===== config.mk =====
export PLATFORM = sky130hd
export DESIGN_NAME = imem_loader_flat
export DESIGN_NICKNAME = d
export VERILOG_FILES = /design/src/rtl/imem_loader_if.sv /design/src/rtl/imem_loader.sv /design/src/flat_wrapper.sv
export SDC_FILE = /design/constraint.sdc
export NUM_CORES = 1
export LEC_CHECK = 0
export BUFFER_PORTS_ARGS = -buffer_cell sky130_fd_sc_hd__buf_2
export CAP_MARGIN = 20
export CORE_ASPECT_RATIO = 1.4
export CORE_MARGIN = 2
export CORE_UTILIZATION = 40
export CTS_CLUSTER_SIZE = 16
export DETAILED_ROUTE_END_ITERATION = 7
export GPL_TIMING_DRIVEN = 1
export PLACE_DENSITY = 0.61
export SYNTH_ARGS = -nofsm -noshare
export SYNTH_HDL_FRONTEND = slang
export SYNTH_SLANG_ARGS = --single-unit
export TNS_END_PERCENT = 30

===== constraint.sdc =====
create_clock -name clk -period 2.2 [get_ports clk]
set_input_delay 0.44 -clock clk [delete_from_list [all_inputs] [get_ports clk]]
set_output_delay 0.44 -clock clk [all_outputs]
set_load 0.02 [all_outputs]

===== src/rtl/imem_loader_if.sv =====
// imem_loader_if
//   Groups the boot byte stream and the instruction-memory write port that
//   connect to imem_loader.
//   rx_data/rx_valid/rx_ready : byte stream, valid/ready handshake
//   imem_we/imem_addr/imem_wdata : one-word-per-strobe memory write port
//   slave  : the loader side (consumes bytes, drives the memory port)
//   master : the source/observer side (drives bytes, watches the memory port)
interface imem_loader_if #(
  parameter int ADDR_W = 6
) ();
  logic [7:0]        rx_data;
  logic              rx_valid;
  logic              rx_ready;
  logic              imem_we;
  logic [ADDR_W-1:0] imem_addr;
  logic [31:0]       imem_wdata;

  modport slave (
    input  rx_data,
    input  rx_valid,
    output rx_ready,
    output imem_we,
    output imem_addr,
    output imem_wdata
  );

  modport master (
    output rx_data,
    output rx_valid,
    input  rx_ready,
    input  imem_we,
    input  imem_addr,
    input  imem_wdata
  );
endinterface


===== src/rtl/imem_loader.sv =====
// imem_loader
//   Boot-time writer for the instruction memory. Receives LEN, 4*LEN data
//   bytes (little-endian words) and an XOR checksum byte, writes each word to
//   consecutive addresses from 0, and keeps the core in reset until a whole,
//   verified image is present.
//   clk, reset : single clock, synchronous active-high reset
//   start      : one-cycle pulse, begins a session from IDLE/DONE/ERR
//   bus        : byte stream in, memory write port out (imem_loader_if.slave)
//   core_hold  : 1 keeps the core in reset (low only in DONE)
//   busy       : session in progress
//   done       : image loaded and checksum matched
//   err        : session aborted (bad length or checksum mismatch)
//
// state   | meaning
// --------+-----------------------------------------------
// S_IDLE  | after reset, waiting for start
// S_LEN   | accepting the length byte
// S_DATA  | accepting the 4 bytes of the current word
// S_WRITE | one-cycle imem write of the assembled word
// S_CSUM  | accepting the checksum byte
// S_DONE  | image verified, core released
// S_ERR   | session aborted, core held
module imem_loader #(
  parameter int DEPTH  = 64,
  parameter int ADDR_W = 6
) (
  input  logic        clk,
  input  logic        reset,
  input  logic        start,
  imem_loader_if.slave bus,
  output logic        core_hold,
  output logic        busy,
  output logic        done,
  output logic        err
);

  typedef enum logic [2:0] {
    S_IDLE,
    S_LEN,
    S_DATA,
    S_WRITE,
    S_CSUM,
    S_DONE,
    S_ERR
  } state_t;

  localparam logic [7:0]        DEPTH_B = 8'(DEPTH);
  localparam logic [ADDR_W-1:0] IDX_ONE = ADDR_W'(1);
  localparam logic [ADDR_W:0]   CNT_ONE = (ADDR_W + 1)'(1);

  state_t            state_q, state_d;
  logic [ADDR_W:0]   n_words_q;
  logic [ADDR_W-1:0] word_idx_q;
  logic [1:0]        byte_cnt_q;
  logic [7:0]        acc_q;
  logic [31:0]       word_q;

  logic              accept;
  logic              len_bad;
  logic              last_word;
  logic [ADDR_W:0]   idx_p1;

  // rx_ready is a pure state decode, so it never depends on rx_valid.
  assign bus.rx_ready = (state_q == S_LEN) || (state_q == S_DATA) ||
                        (state_q == S_CSUM);
  assign accept       = bus.rx_valid && bus.rx_ready;

  assign len_bad   = (bus.rx_data == 8'd0) || (bus.rx_data > DEPTH_B);
  assign idx_p1    = {1'b0, word_idx_q} + CNT_ONE;
  assign last_word = (idx_p1 == n_words_q);

  always_ff @(posedge clk) begin
    if (reset) begin
      state_q <= S_IDLE;
    end else begin
      state_q <= state_d;
    end
  end

  always_comb begin
    state_d = state_q;
    case (state_q)
      S_IDLE, S_DONE, S_ERR: begin
        if (start) begin
          state_d = S_LEN;
        end
      end
      S_LEN: begin
        if (accept) begin
          state_d = len_bad ? S_ERR : S_DATA;
        end
      end
      S_DATA: begin
        if (accept && (byte_cnt_q == 2'd3)) begin
          state_d = S_WRITE;
        end
      end
      S_WRITE: begin
        state_d = last_word ? S_CSUM : S_DATA;
      end
      S_CSUM: begin
        if (accept) begin
          state_d = (bus.rx_data == acc_q) ? S_DONE : S_ERR;
        end
      end
      default: begin
        state_d = S_IDLE;
      end
    endcase
  end

  always_ff @(posedge clk) begin
    if (reset) begin
      n_words_q  <= '0;
      word_idx_q <= '0;
      byte_cnt_q <= '0;
      acc_q      <= '0;
      word_q     <= '0;
    end else begin
      case (state_q)
        S_LEN: begin
          if (accept) begin
            n_words_q  <= bus.rx_data[ADDR_W:0];
            word_idx_q <= '0;
            byte_cnt_q <= '0;
            acc_q      <= '0;
          end
        end
        S_DATA: begin
          if (accept) begin
            case (byte_cnt_q)
              2'd0:    word_q[7:0]   <= bus.rx_data;
              2'd1:    word_q[15:8]  <= bus.rx_data;
              2'd2:    word_q[23:16] <= bus.rx_data;
              default: word_q[31:24] <= bus.rx_data;
            endcase
            acc_q      <= acc_q ^ bus.rx_data;
            // wraps 3 -> 0, ready for the next word
            byte_cnt_q <= byte_cnt_q + 2'd1;
          end
        end
        S_WRITE: begin
          // Holding on the last word keeps the index inside 0..DEPTH-1
          // even for a full-depth image.
          if (!last_word) begin
            word_idx_q <= word_idx_q + IDX_ONE;
          end
        end
        default: begin
        end
      endcase
    end
  end

  assign bus.imem_we    = (state_q == S_WRITE);
  assign bus.imem_addr  = word_idx_q;
  assign bus.imem_wdata = word_q;

  assign busy      = (state_q == S_LEN) || (state_q == S_DATA) ||
                     (state_q == S_WRITE) || (state_q == S_CSUM);
  assign done      = (state_q == S_DONE);
  assign err       = (state_q == S_ERR);
  assign core_hold = (state_q != S_DONE);

endmodule

===== src/flat_wrapper.sv =====
// flat-port wrapper written by rule: the top's interface ports become plain ports
module imem_loader_flat 
#(
  parameter int DEPTH  = 64,
  parameter int ADDR_W = 6
)
  (clk, reset, start, core_hold, busy, done, err, bus_rx_data, bus_rx_valid, bus_rx_ready, bus_imem_we, bus_imem_addr, bus_imem_wdata);
  imem_loader_if #(.ADDR_W(ADDR_W)) bus_i ();
  input  logic clk;
  input  logic reset;
  input  logic start;
  output logic core_hold;
  output logic busy;
  output logic done;
  output logic err;
  input wire logic [$bits(bus_i.rx_data)-1:0] bus_rx_data;
  input wire logic [$bits(bus_i.rx_valid)-1:0] bus_rx_valid;
  output wire logic [$bits(bus_i.rx_ready)-1:0] bus_rx_ready;
  output wire logic [$bits(bus_i.imem_we)-1:0] bus_imem_we;
  output wire logic [$bits(bus_i.imem_addr)-1:0] bus_imem_addr;
  output wire logic [$bits(bus_i.imem_wdata)-1:0] bus_imem_wdata;
  assign bus_i.rx_data = bus_rx_data;
  assign bus_i.rx_valid = bus_rx_valid;
  assign bus_rx_ready = bus_i.rx_ready;
  assign bus_imem_we = bus_i.imem_we;
  assign bus_imem_addr = bus_i.imem_addr;
  assign bus_imem_wdata = bus_i.imem_wdata;
  imem_loader #(.DEPTH(DEPTH), .ADDR_W(ADDR_W)) u_core (.clk(clk), .reset(reset), .start(start), .bus(bus_i), .core_hold(core_hold), .busy(busy), .done(done), .err(err));
endmodule

==> impl_metrics.py, run 1 <==
metrics = {
    "setup_path": {
        "crit_fanout": 6,
        "worst-setup-path-type": "flop to flop",
        "start_kind": "flop",
        "crit_start": "u_core.bus.imem_addr[1]$_SDFFE_PP0P_",
        "crit_end": "u_core.bus.imem_addr[4]$_SDFFE_PP0P_",
        "arrival_ps": 2300,
        "cp.required_ps": 2420,
        "worstRegToRegCells": 8,
        "rrSetupSlack_ps": 130,
        "reg2reg_to": "u_core.bus.imem_addr[4]$_SDFFE_PP0P_",
        "r2r-start": "u_core.bus.imem_addr[1]$_SDFFE_PP0P_",
        "worstSetupEndpointType": "flop",
    },
    "clock_network": {
        "cts_buffer_depth": 2,
        "htree_levels": 3,
        "clock-sinks": 58,
        "post-cts-setup-buffers": 0,
        "cts_inserted_buffers": 9,
        "cts_tree": "done",
        "clkLatencyLatePin_ps": 330,
        "cts.clk_slew.worst_paths_ps": 60,
        "cts_root_buf": "clkbuf_8",
        "ctsHoldBuffers": 0,
        "cts_resized": 0,
    },
    "power_and_ir_drop": {
        "swShare_pct": 35.11,
        "share_clk_of_total_power_pct": 29.9,
        "power.density_nw_per_um2": 934.6,
        "power.internal_mw": 2.107,
        "ir_worst_vdd_mv": 0.3898,
        "leakagePower_nw": 1.456,
        "seqPwrFrac_pct": 37.0,
        "pwr-share-comb_pct": 33.2,
        "p_switching_mw": 1.140,
        "power_mw": 3.247,
    },
    "yosys": {
        "ys_ff_latch": 58,
        "synth_nets": 380,
        "syn_inst": 362,
        "syn_area_um2": 2866,
        "ys.flop_type": "dfxtp_1",
        "synthArstFlopShare_pct": 0,
        "seq_area_frac_synth_pct": 40.51,
        "yosysWarnings": 0,
        "synth.distinct_cells": 46,
        "syn_area_per_cell_um2": 7.919,
        "synth-edff-count": 0,
    },
    "finish": {
        "final_cells": 514,
        "num_antenna_cells": 0,
        "nets": 434,
        "area_delta_synth_final_pct": 21.21,
        "fillers": 745,
        "drive_above_1_share_pct": 23.63,
    },
    "global_route": {
        "grt_max_degree": 46,
        "grt_pass1_wl_um": 12360,
        "antenna_found_initial": 0,
        "overflow": 0,
        "grt_pass1_vias": 2631,
        "grt_use_total_pct": 20.37,
    },
    "drt": {
        "via_per_inst": 5.302,
        "wl_per_cell_um": 14.84,
        "drcViolationCount": 0,
        "drt_wl_total_um": 7626,
        "drt_first_pass_iters": 4,
        "ant_nets": 0,
        "vias": 2725,
        "initialDrtViolationCount": 126,
    },
    "timing": {
        "fin_crit_ps": 2075,
        "setup-tns-final_ps": 0,
        "fin_crit_sh_pct": 94.32,
        "drv_slew": 0,
        "rsz0062_at_grt": "false",
        "tightest_slew_ps": 466.1,
        "hold_ws_ps": 453.7,
        "fmax_mhz": 481.9,
        "setup_viol": 0,
        "clock-skew-final_ps": 2.904,
        "hold_violations": 0,
        "slew_headroom_pct": 68.92,
    },
    "status": {
        "status": "complete, no violations",
    },
    "flow_run": {
        "drv_cap": 0,
    },
    "floorplan": {
        "rows": 36,
        "coreArea_um2": 6937,
        "die-area_um2": 7869,
        "die_w_um": 75.55,
        "io_pins": 56,
        "initial_utilization_pct": 41.32,
        "dieHeight_um": 104.2,
    },
    "placed_design": {
        "gp_congestion": 0.8053,
        "dp_hpwl_um": 5337,
        "dp_cells": 500,
        "io_buffers": 55,
    },
    "worst_hold_path": {
        "min_path_type": "flop to flop",
    },
}
[worst min-delay path by stage]
stage / from / endpoint / depth (start not counted) / slack, ps
after global routing: bus_rx_data[7] / u_core.bus.imem_wdata[7]$_SDFFE_PP0P_ / 3 / 470
after detailed placement: u_core.bus.imem_wdata[24]$_SDFFE_PP0P_ / u_core.bus.imem_wdata[24]$_SDFFE_PP0P_ / 2 / 450
after global placement: u_core.bus.imem_wdata[19]$_SDFFE_PP0P_ / u_core.bus.imem_wdata[19]$_SDFFE_PP0P_ / 2 / 440
after CTS: bus_rx_data[7] / u_core.bus.imem_wdata[31]$_SDFFE_PP0P_ / 3 / 450
final: u_core.bus.imem_wdata[31]$_SDFFE_PP0P_ / u_core.bus.imem_wdata[31]$_SDFFE_PP0P_ / 2 / 450
after floorplan: u_core.n_words_q[6]$_SDFFE_PP0P_ / u_core.n_words_q[6]$_SDFFE_PP0P_ / 2 / 470
[registers in the layout, summed over array words and instances (netlist names)]
name and flops:
u_core.acc_q 8, u_core.byte_cnt_q 2, u_core.n_words_q 7, u_core.bus.imem_wdata 32, u_core.state_q 3, u_core.bus.imem_addr 6
[cell usage in the layout, fill, tap and decap left out, types with 2 or more instances in the layout]
cell	synthesis	final
clkbuf_8	1	11
and2_1	2	2
nand2b_1	4	4
a21oi_1	44	44
inv_1	9	9
nor4b_1	2	2
nor3_1	7	6
xor2_1	11	11
xnor2_1	5	5
o21ai_0	13	13
buf_4	1	17
nand3_1	38	37
nor2_1	30	30
ha_1	6	5
mux2i_1	12	12
nand2_1	52	52
a211oi_1	2	2
dfxtp_1	58	57
nor4bb_1	2	2
a31oi_1	3	3
nor3b_1	2	2
nor4_1	6	6
buf_2	5	55
a311o_1	4	4
[metal layers]
layer,vias to the layer above,share of wire [%],GRT usage (%)
li1,1357,-,-
met2,67,51,33.85
met4,0,2.3,9.649
met5,-,0,0
met3,14,4.1,4.457
met1,1287,43,24.01
[kinds of logic (layout without fill, tap and decap cells)]
kind of cell / count (synthesis) / in the layout / synth area share [%]
and+or+nand+nor: 156 / 156 / 25.84
AOI/OAI and AO/OA: 75 / 75 / 15.89
DFF: 58 / 58 / 40.51
buffers and inverters: 39 / 96 / 6.067
xor gates and xnor gates: 16 / 16 / 4.889
muxes: 12 / 12 / 4.190
adders and majority gates: 6 / 6 / 2.619
[Yosys cell counts (all sizes together) (3+ instances only)]
library cell / number / area share [%]
a21oi: 45 / 8.0
a311o: 4 / 1.4
a31oi: 4 / 1.1
and2: 3 / 0.74
buf: 7 / 1.5
clkbuf: 23 / 3.4
dfxtp: 58 / 41
ha: 6 / 2.6
inv: 9 / 1.2
mux2i: 12 / 4.2
nand2: 53 / 7.0
nand2b: 4 / 0.87
nand3: 38 / 6.6
nor2: 31 / 4.1
nor3: 7 / 1.2
nor4: 6 / 1.3
o21ai: 13 / 2.3
xnor2: 5 / 1.5
xor2: 11 / 3.4
[power groups by stage]
stage / clock, mW / combinational [mW] / sequential, mW
after floorplan: 0 / 0.754 / 1.24
after global placement: 0 / 1.06 / 1.22
after detailed placement: 0 / 1.08 / 1.22
after CTS: 0.996 / 1.08 / 1.20
after global routing: 1.04 / 1.19 / 1.21
final: 0.969 / 1.08 / 1.20
[cell type report]
type                            instances  area [um2]  share of cell area (%)
Clock buffer                           12       155.1                   4.465
Clock inverter                          2       37.54                   1.080
Inverter                                9       33.78                  0.9723
Multi-Input combinational cell        265        1544                   44.44
Sequential cell                        58        1162                   33.45
Tap cell                               95       118.9                   3.421
Timing Repair Buffer                   73       422.9                   12.17
[worst max-delay path, cell delays in order, from the launching register on]
cell and delay [ps]:
dfxtp_1 350, ha_2 230, nand3_2 140, or3_1 330
nand4_1 160, o31ai_4 70, buf_4 170, and2_4 170
a311o_1 340
[metrics by stage]
stage / util [%] / setup WS, ps / cell area (um2)
after CTS: 49.89 / 58.87 / 3461
after floorplan: - / 33.28 / 2867
after global placement: 47.11 / 152.1 / 3268
final: 50.09 / 125.0 / 3475
after global routing: 50.09 / 9.963 / 3475
after detailed placement: 47.11 / 88.19 / 3268
No activity file was read; power rests on OpenSTA's default activity.
==> run 2: changes to the inputs <==
--- a/config.mk
+++ b/config.mk
@@ -7,7 +7,7 @@
 export LEC_CHECK = 0
 export BUFFER_PORTS_ARGS = -buffer_cell sky130_fd_sc_hd__buf_2
 export CAP_MARGIN = 20
-export CORE_ASPECT_RATIO = 1.4
+export CORE_ASPECT_RATIO = 0.6
 export CORE_MARGIN = 2
 export CORE_UTILIZATION = 40
 export CTS_CLUSTER_SIZE = 16
==> run 2 against run 1 <==
Against the previous run: setup slack got worse by 23 ps; sequential share of layout area fell by 1.3 points; via count fell by 0.59%; global-route usage barely moved; die area rose by 0.15%; flip-flop and latch count did not move; register-to-register slack got worse by 20 ps; largest cell class unchanged; largest power group is now the clock network.
==> impl_metrics.py, run 2 (synthesized netlist as in run 1, its figures left out) <==
metrics = {
    "drt": {
        "drcViolationCount": 0,
        "drt_first_pass_iters": 5,
        "wl_per_cell_um": 14.74,
        "ant_nets": 0,
        "initialDrtViolationCount": 203,
        "drt_wl_total_um": 7533,
        "vias": 2709,
        "via_per_inst": 5.301,
    },
    "finish": {
        "nets": 437,
        "num_antenna_cells": 0,
        "layout_commonest_cell": "dfxtp_1",
        "design_area_um2": 3608,
        "area_delta_synth_final_pct": 25.88,
        "largest_reg_flops": 32,
        "layout_common_cells": "dfxtp_1 (58), buf_2 (55), nand2_1 (52)",
        "final_util_pct": 53.13,
        "drive_above_1_share_pct": 24.06,
    },
    "clock_network": {
        "cts_buffer_depth": 2,
        "clock-sinks": 58,
        "ctsHoldBuffers": 0,
        "cts_tree": "done",
        "htree_levels": 3,
        "cts.clk_slew.worst_paths_ps": 50,
        "cts_inserted_buffers": 9,
        "cts_root_buf": "clkbuf_16",
        "clkLatencyLatePin_ps": 330,
    },
    "setup_path": {
        "worstSetupEndpointType": "flop",
        "worst-setup-path-type": "flop to flop",
        "r2r-start": "u_core.bus.imem_addr[0]$_SDFFE_PP0P_",
        "cp_cell_sequence": "ha_2 > nand3_2 > or3_1 > nand4_1 > o31ai_4 > buf_4 > and2_4 > a311o_1",
        "path_delay_family": "simple AND/OR/NAND/NOR gates",
        "crit_start": "u_core.bus.imem_addr[0]$_SDFFE_PP0P_",
        "crit_fanout": 9,
        "start_kind": "flop",
        "arrival_ps": 2310,
        "critPathBufInv": 1,
        "slowest_delay_ps": 340,
        "cp.required_ps": 2410,
        "critPathSlowestCell": "a311o_1",
    },
    "timing": {
        "slew_headroom_pct": 69.02,
        "hold_violations": 0,
        "fin_crit_sh_pct": 95.37,
        "tightest_slew_ps": 460.5,
        "clock-skew-final_ps": 5.975,
        "setup_viol": 0,
        "fmax_mhz": 476.6,
        "drv_slew": 0,
        "fin_crit_ps": 2098,
    },
    "floorplan": {
        "rows": 23,
        "coreArea_um2": 6792,
        "initial_utilization_pct": 42.21,
        "die_w_um": 113.3,
        "dieHeight_um": 69.57,
        "io_pins": 56,
        "die-area_um2": 7881,
    },
    "power_and_ir_drop": {
        "power.density_nw_per_um2": 1058,
        "power_mw": 3.819,
        "leakagePower_nw": 1.530,
        "ir_worst_vdd_mv": 0.3432,
    },
    "placed_design": {
        "gp_congestion": 0.8162,
        "dp_hpwl_um": 5348,
        "placed_cell_area_um2": 3258,
        "io_buffers": 55,
    },
    "worst_hold_path": {
        "min_path_type": "input port to flop",
        "holdCritStartpoint": "bus_rx_data[2]",
    },
    "global_route": {
        "grt_pass1_wl_um": 12680,
        "antenna_found_initial": 0,
        "grt_pass1_vias": 2506,
        "grt_use_total_pct": 20.32,
        "overflow": 0,
        "grt_max_degree": 46,
    },
    "flow_run": {
        "drv_cap": 0,
    },
    "status": {
        "status": "complete, no violations",
    },
}
==> run 2: cell types whose count changed in the layout (fill, tap and decap cells not counted) <==
cell	before	now
buf_4	17	20
nor3_2	1	0
bufinv_16	1	2
nor3_1	6	7
clkinv_2	0	2
dfxtp_1	57	58
clkbuf_16	0	9
clkbuf_8	11	1
dfxtp_2	1	0
==> run 2: worst reg2reg max path: stages, from the launching register on <==
cell and delay [ps]:
dfxtp_1 330, ha_2 240, nand3_2 140, or3_1 330, nand4_1 150, o31ai_4 80, buf_4 170, and2_4 180
a311o_1 340
==> run 2: cell type report <==
class	instances	area, um2
repair buffers	76	445.4
clock buffers	11	242.7
multi-input cells	265	1539
flip-flops and latches	58	1161
clock inverters	5	77.57
well taps	87	108.9
fillers	672	3183
inverters	9	33.78
==> run 2: path summary, 6_finish.rpt <==
check                                                         endpoint  slack (ps)  cells after the start
worst min register to register   u_core.bus.imem_wdata[4]$_SDFFE_PP0P_         450                      2
worst min-delay path            u_core.bus.imem_wdata[10]$_SDFFE_PP0P_         440                      3
worst max register to register    u_core.bus.imem_addr[5]$_SDFFE_PP0P_         100                      8
worst max-delay path              u_core.bus.imem_addr[5]$_SDFFE_PP0P_         100                      8
==> run 2: power breakdown <==
part / internal (mW) / switching [mW]
Sequential: 1.13 / 0.0559
Clock: 1.02 / 0.480
Combinational: 0.429 / 0.703
Total: 2.58 / 1.24
==> run 2: per-layer routing <==
layer / global-route usage (%) / wire length (um)
met1: 31.05 / 4079
met2: 27.28 / 3026
met5: 0 / 0
met4: 6.233 / 88
met3: 5.682 / 338
==> run 2: per-stage QoR <==
step                      TNS (ps)  hold slack (ps)  setup WS, ps  std cells
final                            0            438.2         101.8        511
after global routing        -63.58            470.0        -22.55        511
after CTS                        0            435.0        0.6393        508
after detailed placement    -38.95            443.7        -21.71        492
after global placement           0            442.2         105.2        492
after floorplan                  0            473.2         33.28        362
==> run 2: what timing repair did <==
| item | CTS | global route |
|---|---|---|
| endpoints found under the setup margin | 0 | 7 |
| buffers inserted | 0 | 3 |
| gates resized for setup | 0 | 2 |
==> run 3: changes to the inputs <==
--- a/config.mk
+++ b/config.mk
@@ -13,7 +13,6 @@
 export CTS_CLUSTER_SIZE = 16
 export DETAILED_ROUTE_END_ITERATION = 7
 export GPL_TIMING_DRIVEN = 1
-export PLACE_DENSITY = 0.61
 export SYNTH_ARGS = -nofsm -noshare
 export SYNTH_HDL_FRONTEND = slang
 export SYNTH_SLANG_ARGS = --single-unit
==> run 3 against run 2 <==
Against the previous run: hold slack gained 4.1 ps; via count grew 0.52%; combinational power shrank 4%.
==> impl_metrics.py, run 3 (synthesized netlist as in run 1, its figures left out) <==
metrics = {
    "status": {
        "status": "complete, no violations",
    },
    "finish": {
        "drive_above_1_share_pct": 23.10,
        "num_antenna_cells": 0,
        "largest_reg_flops": 32,
        "nets": 436,
        "area_delta_synth_final_pct": 23.09,
        "layout_commonest_cell": "dfxtp_1",
        "layout_common_cells": "dfxtp_1 (58), buf_2 (55), nand2_1 (51)",
    },
    "placed_design": {
        "io_buffers": 55,
        "dp_hpwl_um": 5360,
        "pre_cts_ws_ps": 17.96,
        "gp_congestion": 0.8168,
    },
    "setup_path": {
        "rrSetupSlack_ps": 120,
        "arrival_ps": 2270,
        "start_kind": "flop",
        "path_depth": 6,
        "worstSetupEndpointType": "flop",
        "slowest_delay_ps": 630,
        "path_delay_family": "simple AND/OR/NAND/NOR gates",
        "worstRegToRegCells": 6,
        "critPathBufInv": 1,
        "cp.required_ps": 2390,
        "cp_cell_sequence": "or3b_2 > nor2_2 > buf_4 > nand2_1 > nand2_1 > a21oi_1",
        "worst-setup-path-type": "flop to flop",
        "critPathSlowestCell": "or3b_2",
        "crit_top_cell": "nand2_1",
        "crit_fanout": 27,
    },
    "timing": {
        "rsz0062_at_grt": "false",
        "fin_crit_ps": 2078,
        "slew_headroom_pct": 62.24,
        "clock-skew-final_ps": 3.477,
        "hold_violations": 0,
        "drv_slew": 0,
        "fin_crit_sh_pct": 94.46,
        "setup_viol": 0,
        "setup_ws_ps": 121.9,
        "fmax_mhz": 481.2,
        "setup-tns-final_ps": 0,
        "tightest_slew_ps": 566.4,
    },
    "global_route": {
        "grt_max_degree": 33,
        "overflow": 0,
        "grt_use_total_pct": 19.60,
        "grt_pass1_wl_um": 12120,
        "antenna_found_initial": 0,
        "grt_pass1_vias": 2391,
    },
    "drt": {
        "ant_nets": 0,
        "drt_wl_total_um": 7580,
        "wl_per_cell_um": 14.95,
        "vias": 2723,
        "drcViolationCount": 0,
        "initialDrtViolationCount": 200,
        "drt_first_pass_iters": 4,
        "via_per_inst": 5.371,
    },
    "worst_hold_path": {
        "holdPathStages": 3,
        "min_path_type": "input port to flop",
    },
    "clock_network": {
        "cts.clk_slew.worst_paths_ps": 50,
        "clock-sinks": 58,
        "cts_root_buf": "clkbuf_16",
        "htree_levels": 3,
        "clkLatencyLatePin_ps": 320,
        "cts_tree": "done",
        "cts_inserted_buffers": 9,
        "cts_buffer_depth": 2,
    },
    "power_and_ir_drop": {
        "seqPwrFrac_pct": 34.2,
        "power_mw": 3.546,
        "leakagePower_nw": 1.500,
        "share_clk_of_total_power_pct": 35.0,
        "ir_worst_vdd_mv": 0.3705,
        "pwr-share-comb_pct": 30.8,
        "p_switching_mw": 1.198,
        "power.internal_mw": 2.347,
        "swShare_pct": 33.80,
        "power.density_nw_per_um2": 1005,
    },
    "flow_run": {
        "drv_cap": 0,
    },
    "floorplan": {
        "io_pins": 56,
        "die_w_um": 113.3,
        "rows": 23,
        "die-area_um2": 7881,
        "coreArea_um2": 6792,
        "dieHeight_um": 69.57,
        "initial_utilization_pct": 42.21,
    },
}
[run 3: worst paths after layout]
check / start / to
worst max-delay path: u_core.state_q[2]$_SDFFE_PP0P_ / u_core.bus.imem_wdata[20]$_SDFFE_PP0P_
worst min-delay path: bus_rx_data[2] / u_core.bus.imem_wdata[10]$_SDFFE_PP0P_
worst max register to register: u_core.state_q[2]$_SDFFE_PP0P_ / u_core.bus.imem_wdata[20]$_SDFFE_PP0P_
worst min register to register: u_core.bus.imem_wdata[5]$_SDFFE_PP0P_ / u_core.bus.imem_wdata[5]$_SDFFE_PP0P_
[run 3: worst reg2reg max path, cell delays in order, from the launching register on]
cell and delay [ps]:
dfxtp_1 390, or3b_2 640, nor2_2 150, buf_4 310
nand2_1 270, nand2_1 140, a21oi_1 70
[run 3: power groups by stage]
stage | Sequential [mW] | Clock, mW | Combinational (mW)
5_1_grt | 1.23 | 1.31 | 1.20
6_report | 1.21 | 1.24 | 1.09
3_3_place_gp | 1.23 | 0 | 1.06
2_1_floorplan | 1.24 | 0 | 0.754
3_5_place_dp | 1.23 | 0 | 1.07
4_1_cts | 1.21 | 1.27 | 1.07
[run 3: timing repair]
item,in CTS,in global routing
hold buffers,0,0
setup buffers,0,2
setup endpoints to repair,0,8
gates resized for setup,0,3
[run 3: final cells by class]
type,count,area (um2)
Fill cell,682,3263
Multi-Input combinational cell,265,1539
Sequential cell,58,1161
Timing Repair Buffer,75,425.4
Clock buffer,13,260.3
Tap cell,87,108.9
Inverter,9,33.78
[run 3: metrics by stage]
stage	cells	hold WS, ps	util, %	instance area (um2)
floorplan	362	473.2	-	2867
CTS	505	434.1	51.62	3506
finish	507	442.3	51.95	3528
global route	507	436.2	51.95	3528
global placement	492	442.3	47.79	3246
detailed placement	492	443.9	47.79	3246
[run 3: per-layer routing]
metal,routed length (um),global-route usage (%)
met1,3760,28.64
met2,3119,27.28
met3,675,6.906
met4,23,5.014
met5,0,0
